$ cat src/rtl/ysyx_23060096_lsu.sv
// ysyx_23060096_lsu: single-outstanding load/store unit.
// Byte-lane alignment both ways, sign/zero extension on loads.
module ysyx_23060096_lsu #(
  parameter int XLEN = 32
) (
  input  logic            clk,
  input  logic            rst_n,
  input  logic            in_valid,
  output logic            in_ready,
  input  logic [XLEN-1:0] in_addr,
  input  logic [XLEN-1:0] in_wdata,
  input  logic            in_memwr,
  input  logic [2:0]      in_memop,
  output logic            mem_req_valid,
  input  logic            mem_req_ready,
  output logic [XLEN-1:0] mem_addr,
  output logic            mem_wen,
  output logic [XLEN-1:0] mem_wdata,
  output logic [3:0]      mem_wstrb,
  input  logic            mem_rsp_valid,
  output logic            mem_rsp_ready,
  input  logic [XLEN-1:0] mem_rdata,
  output logic            out_valid,
  input  logic            out_ready,
  output logic [XLEN-1:0] out_rdata,
  output logic            out_err
);

  typedef enum logic [1:0] {
    S_IDLE,
    S_REQ,
    S_RESP,
    S_DONE
  } state_t;

  state_t          r_state;
  state_t          w_next;
  logic [XLEN-1:0] r_addr;
  logic [XLEN-1:0] r_mwdata;
  logic [XLEN-1:0] r_rdata;
  logic [3:0]      r_wstrb;
  logic            r_memwr;
  logic [2:0]      r_memop;
  logic            r_err;

  logic            w_hs;
  logic            w_illegal;
  logic [1:0]      w_off;
  logic [3:0]      w_wstrb;
  logic [XLEN-1:0] w_wdata;
  logic [7:0]      w_byte;
  logic [15:0]     w_half;
  logic [XLEN-1:0] w_ldata;

  assign w_hs  = in_valid && (r_state == S_IDLE);
  assign w_off = in_addr[1:0];

  // Flag reserved codes, unsigned stores and misaligned halves/words.
  always_comb begin
    w_illegal = 1'b0;
    unique case (in_memop)
      3'b000:  w_illegal = 1'b0;
      3'b001:  w_illegal = in_addr[0];
      3'b010:  w_illegal = |in_addr[1:0];
      3'b100:  w_illegal = in_memwr;
      3'b101:  w_illegal = in_memwr | in_addr[0];
      default: w_illegal = 1'b1;
    endcase
  end

  // Replicate store data across lanes and build the byte strobe.
  always_comb begin
    w_wstrb = 4'b0000;
    w_wdata = in_wdata;
    if (in_memwr) begin
      unique case (in_memop[1:0])
        2'b00: begin
          w_wstrb = 4'b0001 << w_off;
          w_wdata = {4{in_wdata[7:0]}};
        end
        2'b01: begin
          w_wstrb = 4'b0011 << w_off;
          w_wdata = {2{in_wdata[15:0]}};
        end
        default: w_wstrb = 4'b1111;
      endcase
    end
  end

  assign w_byte = mem_rdata[{r_addr[1:0], 3'b000} +: 8];
  assign w_half = mem_rdata[{r_addr[1], 4'b0000} +: 16];

  // Pick the addressed lane out of the read word and extend it.
  always_comb begin
    w_ldata = mem_rdata;
    unique case (r_memop)
      3'b000:  w_ldata = {{(XLEN-8){w_byte[7]}}, w_byte};
      3'b001:  w_ldata = {{(XLEN-16){w_half[15]}}, w_half};
      3'b100:  w_ldata = {{(XLEN-8){1'b0}}, w_byte};
      3'b101:  w_ldata = {{(XLEN-16){1'b0}}, w_half};
      default: w_ldata = mem_rdata;
    endcase
  end

  // State register.
  always_ff @(posedge clk or negedge rst_n) begin
    if (!rst_n) r_state <= S_IDLE;
    else        r_state <= w_next;
  end

  // Next state and handshake strobes.
  always_comb begin
    w_next        = r_state;
    in_ready      = 1'b0;
    mem_req_valid = 1'b0;
    mem_rsp_ready = 1'b0;
    out_valid     = 1'b0;
    unique case (r_state)
      S_IDLE: begin
        in_ready = 1'b1;
        if (in_valid) w_next = w_illegal ? S_DONE : S_REQ;
      end
      S_REQ: begin
        mem_req_valid = 1'b1;
        if (mem_req_ready) w_next = S_RESP;
      end
      S_RESP: begin
        mem_rsp_ready = 1'b1;
        if (mem_rsp_valid) w_next = S_DONE;
      end
      S_DONE: begin
        out_valid = 1'b1;
        if (out_ready) w_next = S_IDLE;
      end
    endcase
  end

  // Capture the operation on accept, the load result on response.
  always_ff @(posedge clk or negedge rst_n) begin
    if (!rst_n) begin
      r_addr   <= '0;
      r_mwdata <= '0;
      r_wstrb  <= '0;
      r_memwr  <= 1'b0;
      r_memop  <= '0;
      r_err    <= 1'b0;
      r_rdata  <= '0;
    end else if (w_hs) begin
      r_addr   <= in_addr;
      r_mwdata <= w_wdata;
      r_wstrb  <= w_wstrb;
      r_memwr  <= in_memwr;
      r_memop  <= in_memop;
      r_err    <= w_illegal;
      r_rdata  <= '0;
    end else if (r_state == S_RESP && mem_rsp_valid) begin
      r_rdata  <= r_memwr ? '0 : w_ldata;
    end
  end

  assign mem_addr  = (r_state == S_REQ) ? {r_addr[XLEN-1:2], 2'b00} : '0;
  assign mem_wen   = (r_state == S_REQ) && r_memwr;
  assign mem_wdata = (r_state == S_REQ) ? r_mwdata : '0;
  assign mem_wstrb = (r_state == S_REQ) ? r_wstrb : 4'b0000;
  assign out_rdata = (r_state == S_DONE) ? r_rdata : '0;
  assign out_err   = (r_state == S_DONE) && r_err;

endmodule

$ cat config.mk
export PLATFORM = sky130hd
export DESIGN_NAME = ysyx_23060096_lsu
export DESIGN_NICKNAME = d
export VERILOG_FILES = /design/src/rtl/ysyx_23060096_lsu.sv
export SDC_FILE = /design/constraint.sdc
export NUM_CORES = 1
export LEC_CHECK = 0
export ABC_AREA = 1
export BUFFER_PORTS_ARGS = -buffer_cell sky130_fd_sc_hd__buf_2
export CORE_UTILIZATION = 54
export DETAILED_ROUTE_END_ITERATION = 10
export GPL_ROUTABILITY_DRIVEN = 0
export PLACE_DENSITY = 0.91
export SYNTH_ARGS = -nofsm -noshare
export SYNTH_HDL_FRONTEND = slang
export SYNTH_SLANG_ARGS = --single-unit
$ cat constraint.sdc
create_clock -name clk -period 3.3 [get_ports clk]
set_input_delay 0.165 -clock clk [delete_from_list [all_inputs] [get_ports clk]]
set_output_delay 0.165 -clock clk [all_outputs]
set_load 0.01 [all_outputs]
== After elaboration in Yosys (flattened, before gate mapping) ==
Cells that the tools add are included.
Storage, ports and cells
  register bits: 107
  word-level logic and storage cells: 62
Cells by class
  equal/unequal tests: 15
  shift-type cells: 4
  bitwise gates (word level): 1
  reduce and logical (&&, ||, !) cells: 11
  multiplexer cells: 23
Operator list (count)
  two-way mux 32 bit: 7
  case mux 32 bit (4 select lines): 1
  case mux 32 bit (2 select lines): 1
  indexed part select 32 x 6 -> 16 bit: 1
  indexed part select 32 x 6 -> 8 bit: 1
  equality test 3 bit, second input constant: 4
  two-way mux 2 bit: 5
  two-way mux 4 bit: 2
  inequality test 2 bit, second input constant: 4
  case mux 2 bit (4 select lines): 1
  case mux 4 bit (2 select lines): 1
  equality test 3 x 1 -> 1 bit, second input constant: 2
  logical NOT 3 bit: 2
  case mux 1 bit (5 select lines): 1
  equality test 2 x 1 -> 1 bit, second input constant: 2
  equality test 2 bit, second input constant: 2
  logical AND 1 bit: 4
  logical NOT 2 bit: 2
  two-way mux 1 bit: 4
  AND reduction 4 bit: 1
  << shifter 1 x 2 -> 4 bit, first input constant: 1
  << shifter 2 x 2 -> 4 bit, first input constant: 1
  equality test 3 x 2 -> 1 bit, second input constant: 1
  nonzero test 2 bit: 1
  other kinds (2): 2

== Logic depth before layout (Yosys ltp) ==
Gate-level depths: netlist of the first run.
  depth in word-level cells: 5
  gate-level depth with buffers: 10

== Worst setup path before layout of the first run ==
OpenSTA, ideal clock, no wires.
  path type: flip-flop to output port
  start point: register r_state[1]
  end point: output port mem_wdata[10]
  data arrival time: 1.374 ns
  slack: 1.761 ns
  stages on the path, launching flop included: 8
  path buffers: 3
  required time: 3.135 ns
  path through: dfrtp_1 inv_1 ha_1 clkbuf_1 buf_2 buf_2 nand2_1 inv_1
On the way
  longest elaborated chain between the ends: 2
Ends and longest elaborated chain
  start: declaration: line 36  | state_t r_state;
  start signal: assignment: line 108  | else r_state <= w_next;
  equality test 2 x 1 -> 1 bit: line 163  | assign mem_wdata = (r_state == S_REQ) ? r_mwdata : '0;
  two-way mux 32 bit: line 163
  end: declaration: line 18  | output logic [XLEN-1:0] mem_wdata,
No other way between the ends.

== Worst setup path in the final report of the first run ==
  start point: register r_state[1]
  end point: output port mem_addr[17]
On the way
  longest elaborated chain between the ends: 2
Ends and longest elaborated chain
  equality test 2 x 1 -> 1 bit: line 161  | assign mem_addr = (r_state == S_REQ) ? {r_addr[XLEN-1:2], 2'b00} : '0;
  two-way mux 32 bit: line 161
  end: declaration: line 16  | output logic [XLEN-1:0] mem_addr,
No other way between the ends.

==> run metrics, run 1 <==
status=finished, final reports clean; reg2reg end=r_rdata[16]; MaxCap Viol Count=0; CTS tree=done; Area growth syn-to-layout=25.40%; Cell Chain, Critical Path=inv_1 > ha_2 > buf_4 > nand2_1 > inv_1 > buf_2; hold endpoint=r_addr[14]; DP Worst Slack=1.217 ns; Post-Syn Area=0.005936 sq mm; top-count cell post-synth=nand2_1; register area share after synthesis=45.11%; layout cell share with drive strength beyond 1=24.69%; first-pass GRT wire length=28840 microns; Critical Path AT=2.25 ns; Post-synth top cells=nand2_1, inv_1, dfrtp_1; synth top area cells=dfrtp_1, nand2_1, inv_1; Largest stage delay, worst path=0.66 ns; post-synthesis cell type count=34; Vias/cell=5.336; worst r2r path cells=7; Top FF cell, synth=dfrtp_1; period utilisation layout=73.22%; Worst Setup End Kind=output pin; EDFF count, synth=0; Core Rows=37; Storage cell area=0.002678 sq mm; Hold Crit Start=in_addr[14]; CTS buffer count=9; initial antenna violation count=0; Final min period=2.416 ns; Detailed Route WL=18020 microns; core region area=0.01051 sq mm; CP Max Fanout=36; Die ar.=0.01141 sq mm; Gate Count Post-Synth=840; worst hold path cell count=3; Die H=106.8 microns; Starting Density=56.48%; multi-input logic area=0.002476 sq mm; Hold Slack=0.01539 ns; # fillers=796; Die Width=106.8 microns; Yosys reg bits=107; fin area=0.007443 sq mm; critical path type=reg2out; Top-Level Pins=212; clock tree sinks=107; Max Fclk=413.9 MHz; Final nets=1159; final-report setup violation count=0; DRT Pass-1 Iters=8; number of diodes=0; unrepaired setup endpoints after global routing=no; setup TNS=0 ns; asr flop ratio synth=100.0%; VDD IR max=0.0004863 V; clk slew on worst S/H paths=0.12 ns; PostCTS Resize Cnt=0; path category of the worst min-delay check=in2reg; Max Root-Sink Buffers=2; worst-skew pair later-pin latency=0.37 ns; HPWL Detailed=11270 microns; final core occ=70.83%; startpoint types=register; Req. time, crit path=3.13 ns; R2R setup slack=1.15 ns; R2R Path Start=r_memop[1]; CTS root buffer=clkbuf_8; Synth area leader=dfrtp_1; Ys Warns=0; post-CTS setup buffers=0; DR WL/cell=15.16 microns; vias after detailed routing=6344; Max H-tree Level=3; IO Port Bufs=209; post-route DRC violation count=0; slowest CP cell=ha_2; global route total overflow=0; placed cell area=0.006973 sq mm; Total GRT Usage=32.33%; Avg Inst Size Synth=7.066 sq um; Final ANT Viol Nets=0; Clock Skew=0.01946 ns; Final Hold Fails=0; most frequent cell on the critical path=inv_1; largest net degree at the start of global routing=86; fin. max-slew vios=0; fin worst setup slack=0.8838 ns; share of Yosys cell area claimed by the top area cell type=45.11%; Leak=0.004778 uW; vias in the first global route=6018; Initial DRC Count=635; slew margin rel.=32.57%; Worst Max-Slew Pin Slew=1.009 ns; PD cells=787.5 mW/mm^2
==> through the flow <==
step / cells / power [uW]
global route: 1189 / 6302
floorplan: 841 / 4127
detailed placement: 1146 / 4885
CTS: 1189 / 5723
finish: 1189 / 5862
global placement: 1146 / 4805
==> critical path, delay by kind of cell (launching register included) <==
kind          cells  cell delay (ns)
buf+inv           4             0.68
fa+ha+maj         1             0.66
flops             1             0.44
simple gates      1             0.09
==> worst max path at each step <==
stage	startpoint	end
after floorplan	r_state[1]	mem_wdata[10]
after global placement	r_memop[1]	r_rdata[19]
after detailed placement	r_memop[1]	r_rdata[16]
after CTS	r_state[1]	mem_wdata[2]
after global routing	r_state[1]	mem_wstrb[0]
final	r_state[1]	mem_addr[17]
==> routing by layer <==
metal / global-route usage (%) / up-vias / part of all wire (%)
met4: 13.60 / 0 / 3.2
met2: 54.93 / 394 / 49
met1: 39.77 / 2941 / 39
met3: 7.052 / 52 / 9.6
met5: 0 / - / 0
li1: - / 2957 / -
==> power by group <==
group	switching, uW	internal (uW)	leakage (uW)
Combinational	1780	957	0.00334
Sequential	441	1870	0.00133
Clock	497	316	0.000102
Total	2710	3150	0.00478
==> cell type report <==
type / instances / area share (%)
Sequential cell: 107 / 35.97
Multi-Input combinational cell: 545 / 33.27
Timing Repair Buffer: 243 / 18.59
Inverter: 142 / 7.194
Tap cell: 136 / 2.286
Clock buffer: 10 / 1.849
Clock inverter: 6 / 0.8405
==> sequential cells by signal, indices dropped and copies added (netlist names) <==
register  cells
r_addr       32
r_err         1
r_memop       3
r_memwr       1
r_mwdata     32
r_rdata      32
r_state       2
r_wstrb       4
==> timing repair <==
action / in CTS / in global routing
endpoints found under the setup margin: 0 / 0
hold buffers: 27 / 0
endpoints found under the hold margin: 84 / 0
==> cells in the final DEF, fill, tap and decap left out, types with 2 or more instances in the layout <==
master	instances
buf_4	7
nor3_1	2
ha_1	4
inv_1	139
clkbuf_8	10
nand2_2	5
a21oi_2	2
buf_2	208
dlygate4sd3_1	27
o211ai_1	7
inv_2	2
o21ai_1	8
o21ai_0	52
o2111ai_1	7
a31oi_1	2
nor2_1	35
conb_1	2
inv_6	2
a21oi_1	43
clkinv_4	2
nand2_1	336
o21a_1	9
nand4_1	2
nand3_2	11
o22ai_1	2
nand3_1	9
or2_2	2
dfrtp_1	107
==> cells by family (layout without fill, tap and decap cells) <==
group / Yosys count / after routing / synth area share, %
AND/OR/NAND/NOR: 406 / 406 / 27.99
buffers and inverters: 189 / 401 / 13.32
AO/OA/AOI/OAI: 132 / 132 / 12.46
flip-flops: 107 / 107 / 45.11
adder cells (fa/ha/maj): 5 / 5 / 1.054
other: 1 / 2 / 0.06318
Power figures use the tool's default switching activity.
==> run 2: changes to the inputs <==
ABC_AREA = 0   (was 1)
CORE_UTILIZATION = 45   (was 54)
PLACE_DENSITY = 0.82   (was 0.91)
clock period = 2.2 ns   (was 3.3 ns; I/O delays follow)
==> run 2 against run 1 <==
  * First-iteration DRC count is 25% lower
  * Count of clock-buffer cells in the layout grew 5
  * Routed wire length decreased by 15%
  * Die area increased by 12%
  * Via count decreased by 21%
  * Combinational power grew 47%
  * Clock power rose by 89%
  * Highest routed layer is now met5
==> run metrics, run 2 <==
largest family of logic cells by synthesized area=simple AND/OR/NAND/NOR gates; Final ANT Viol Nets=0; Max Fclk=487.6 MHz; top flop regs=r_addr (32), r_mwdata (32), r_rdata (32); Vias/cell=5.422; Avg Inst Size Synth=10.25 sq um; Area growth syn-to-layout=32.35%; Post-Syn Area=0.005565 sq mm; Req. time, crit path=2.09 ns; core region area=0.01201 sq mm; Top FF cell, synth=dfrtp_1; clk slew on worst S/H paths=0.07 ns; slew margin rel.=53.32%; startpoint types=register; Worst Setup End Kind=output pin; CTS tree=done; mux contribution to synthesized area=12.21%; VDD IR max=0.0007034 V; initial antenna violation count=1; final-report setup violation count=0; DRT Pass-1 Iters=5; # fillers=978; R2R setup slack=0.16 ns; Die Width=113.2 microns; Detailed Route WL=15270 microns; Sw Ratio=37.19%; Core Rows=40; simple-gate share of the synthesized area=18.97%; global route total overflow=0; Final nets=879; vias in the first global route=4956; period utilisation layout=93.22%; Leak=0.003804 uW; Sequential Power Share=38.1%; Yosys reg bits=107; number of diodes=0; Pint=5646 uW; most frequent cells in the layout=buf_2, dfrtp_1, and2_1, mux2_2, nand2_1; asr flop ratio synth=100.0%; placed cell area=0.006748 sq mm; fin. max-slew vios=0; Net Switching=3342 uW; post-route DRC violation count=0; worst-skew pair later-pin latency=0.35 ns; Die H=113.2 microns; status=finished, final reports clean; xor and xnor fraction of the mapped netlist area=0%; largest net degree at the start of global routing=69; fin area=0.007366 sq mm; unrepaired setup endpoints after global routing=no; hold endpoint=r_mwdata[5]; Ys Warns=0; PD cells=1220 mW/mm^2; Starting Density=46.33%; IO Port Bufs=209; critical path type=reg2out; Clock Skew=0.01044 ns; Post-Layout Cell Count=920; Initial DRC Count=479; Max H-tree Level=3; Compound-Gate Fraction of Synth Area=15.18%; HPWL Detailed=10720 microns; Critical Path AT=1.94 ns; Gate Count Post-Synth=543; MaxCap Viol Count=0; Synth area leader=dfrtp_1; path category of the worst min-delay check=in2reg; part of the power in combinational logic=44.8%; clock tree sinks=107; Total GRT Usage=24.72%; R2R Path Start=r_state[0]; Post-Place Cells=871; Top-Level Pins=212; Hold Crit Start=in_wdata[5]; synth top area cells=dfrtp_1, and2_1, mux2_2; Worst Max-Slew Pin Slew=0.6994 ns; CTS buffer count=9; Final Hold Fails=0; register area share after synthesis=48.11%; post-route total power=8989 uW; clock network power share=17.1%; reg2reg end=r_rdata[23]; Final min period=2.051 ns; commonest non-fill, non-tap cell in the layout=buf_2; EDFF count, synth=0; worst hold path cell count=2; CP Max Fanout=68; DR WL/cell=16.59 microns; first-pass GRT wire length=24640 microns; Hold Slack=0.02082 ns; layout cell share with drive strength beyond 1=39.97%; post-synthesis cell type count=37; Post-synth top cells=dfrtp_1, and2_1, mux2_2; worst r2r path cells=5; top-count cell post-synth=dfrtp_1; Max Root-Sink Buffers=2; vias after detailed routing=4988; fraction of the mapped netlist area in adder cells=1.124%; Die ar.=0.01282 sq mm; share of Yosys cell area claimed by the top area cell type=48.11%; CTS root buffer=clkbuf_16
==> run 2: worst max-delay path by stage <==
stage                     from       endpoint  slack (ns)  depth (start not counted)
floorplan           r_state[0]    r_mwdata[3]        0.27                          6
global placement    r_state[0]    r_rdata[26]        0.10                          5
detailed placement  r_state[0]    r_rdata[23]       -0.09                          5
CTS                 r_state[1]  mem_wdata[18]        0.14                          5
global route        r_state[1]  mem_wdata[18]        0.02                          5
finish              r_state[1]  mem_wdata[18]        0.15                          5
==> run 2: stage by stage <==
step	TNS, ns	setup slack [ns]	utilization (%)
floorplan	0	0.2688	-
global placement	0	0.1014	56.18
detailed placement	-1.295	-0.09085	56.18
CTS	0	0.1357	61.32
global route	0	0.01619	61.32
finish	0	0.1491	61.32
==> run 2: per-layer routing <==
layer	global-route usage (%)	up-vias	share of wire, %
li1	-	2315	-
met1	29.89	2378	40
met2	41.15	254	49
met3	6.160	39	8.4
met4	12.37	2	3.0
met5	0	-	0.085
==> run 2: cell families (layout without fill, tap and decap cells) <==
family | count (synthesis) | after routing
flip-flops | 107 | 107
AND/OR/NAND/NOR | 198 | 198
multiplexers | 61 | 61
AO/OA/AOI/OAI | 113 | 113
adder cells (fa/ha/maj) | 5 | 5
other | 1 | 2
buffers and inverters | 58 | 287
==> run 2: critical path: stages, from the launching register on <==
cell and delay (ns):
dfrtp_1 0.41, inv_1 0.14, ha_2 0.20, buf_4 0.42, and2_1 0.24, buf_2 0.14
==> run 2: cell type report <==
class / instances / area (sq um) / area share [%]
clock buffers: 15 / 267.8 / 3.635
inverters: 17 / 63.81 / 0.8663
multi-input cells: 379 / 2661 / 36.13
flip-flops and latches: 107 / 2678 / 36.35
clock inverters: 1 / 7.507 / 0.1019
repair buffers: 254 / 1504 / 20.42
well taps: 147 / 183.9 / 2.497
==> run 2: repair_timing <==
| item | CTS | global route |
|---|---|---|
| hold buffers | 32 | 0 |
| setup endpoints to repair | 16 | 0 |
| gates resized for setup | 1 | 0 |
| buffers inserted | 1 | 0 |
| hold endpoints to repair | 76 | 0 |
==> run 2: power by group through the flow <==
stage	clock, uW	combinational (uW)	sequential [uW]
after floorplan	0	2810	3230
after global placement	0	3840	3370
after detailed placement	0	3970	3430
after CTS	1590	4040	3400
after global routing	1660	4430	3540
final	1540	4020	3430
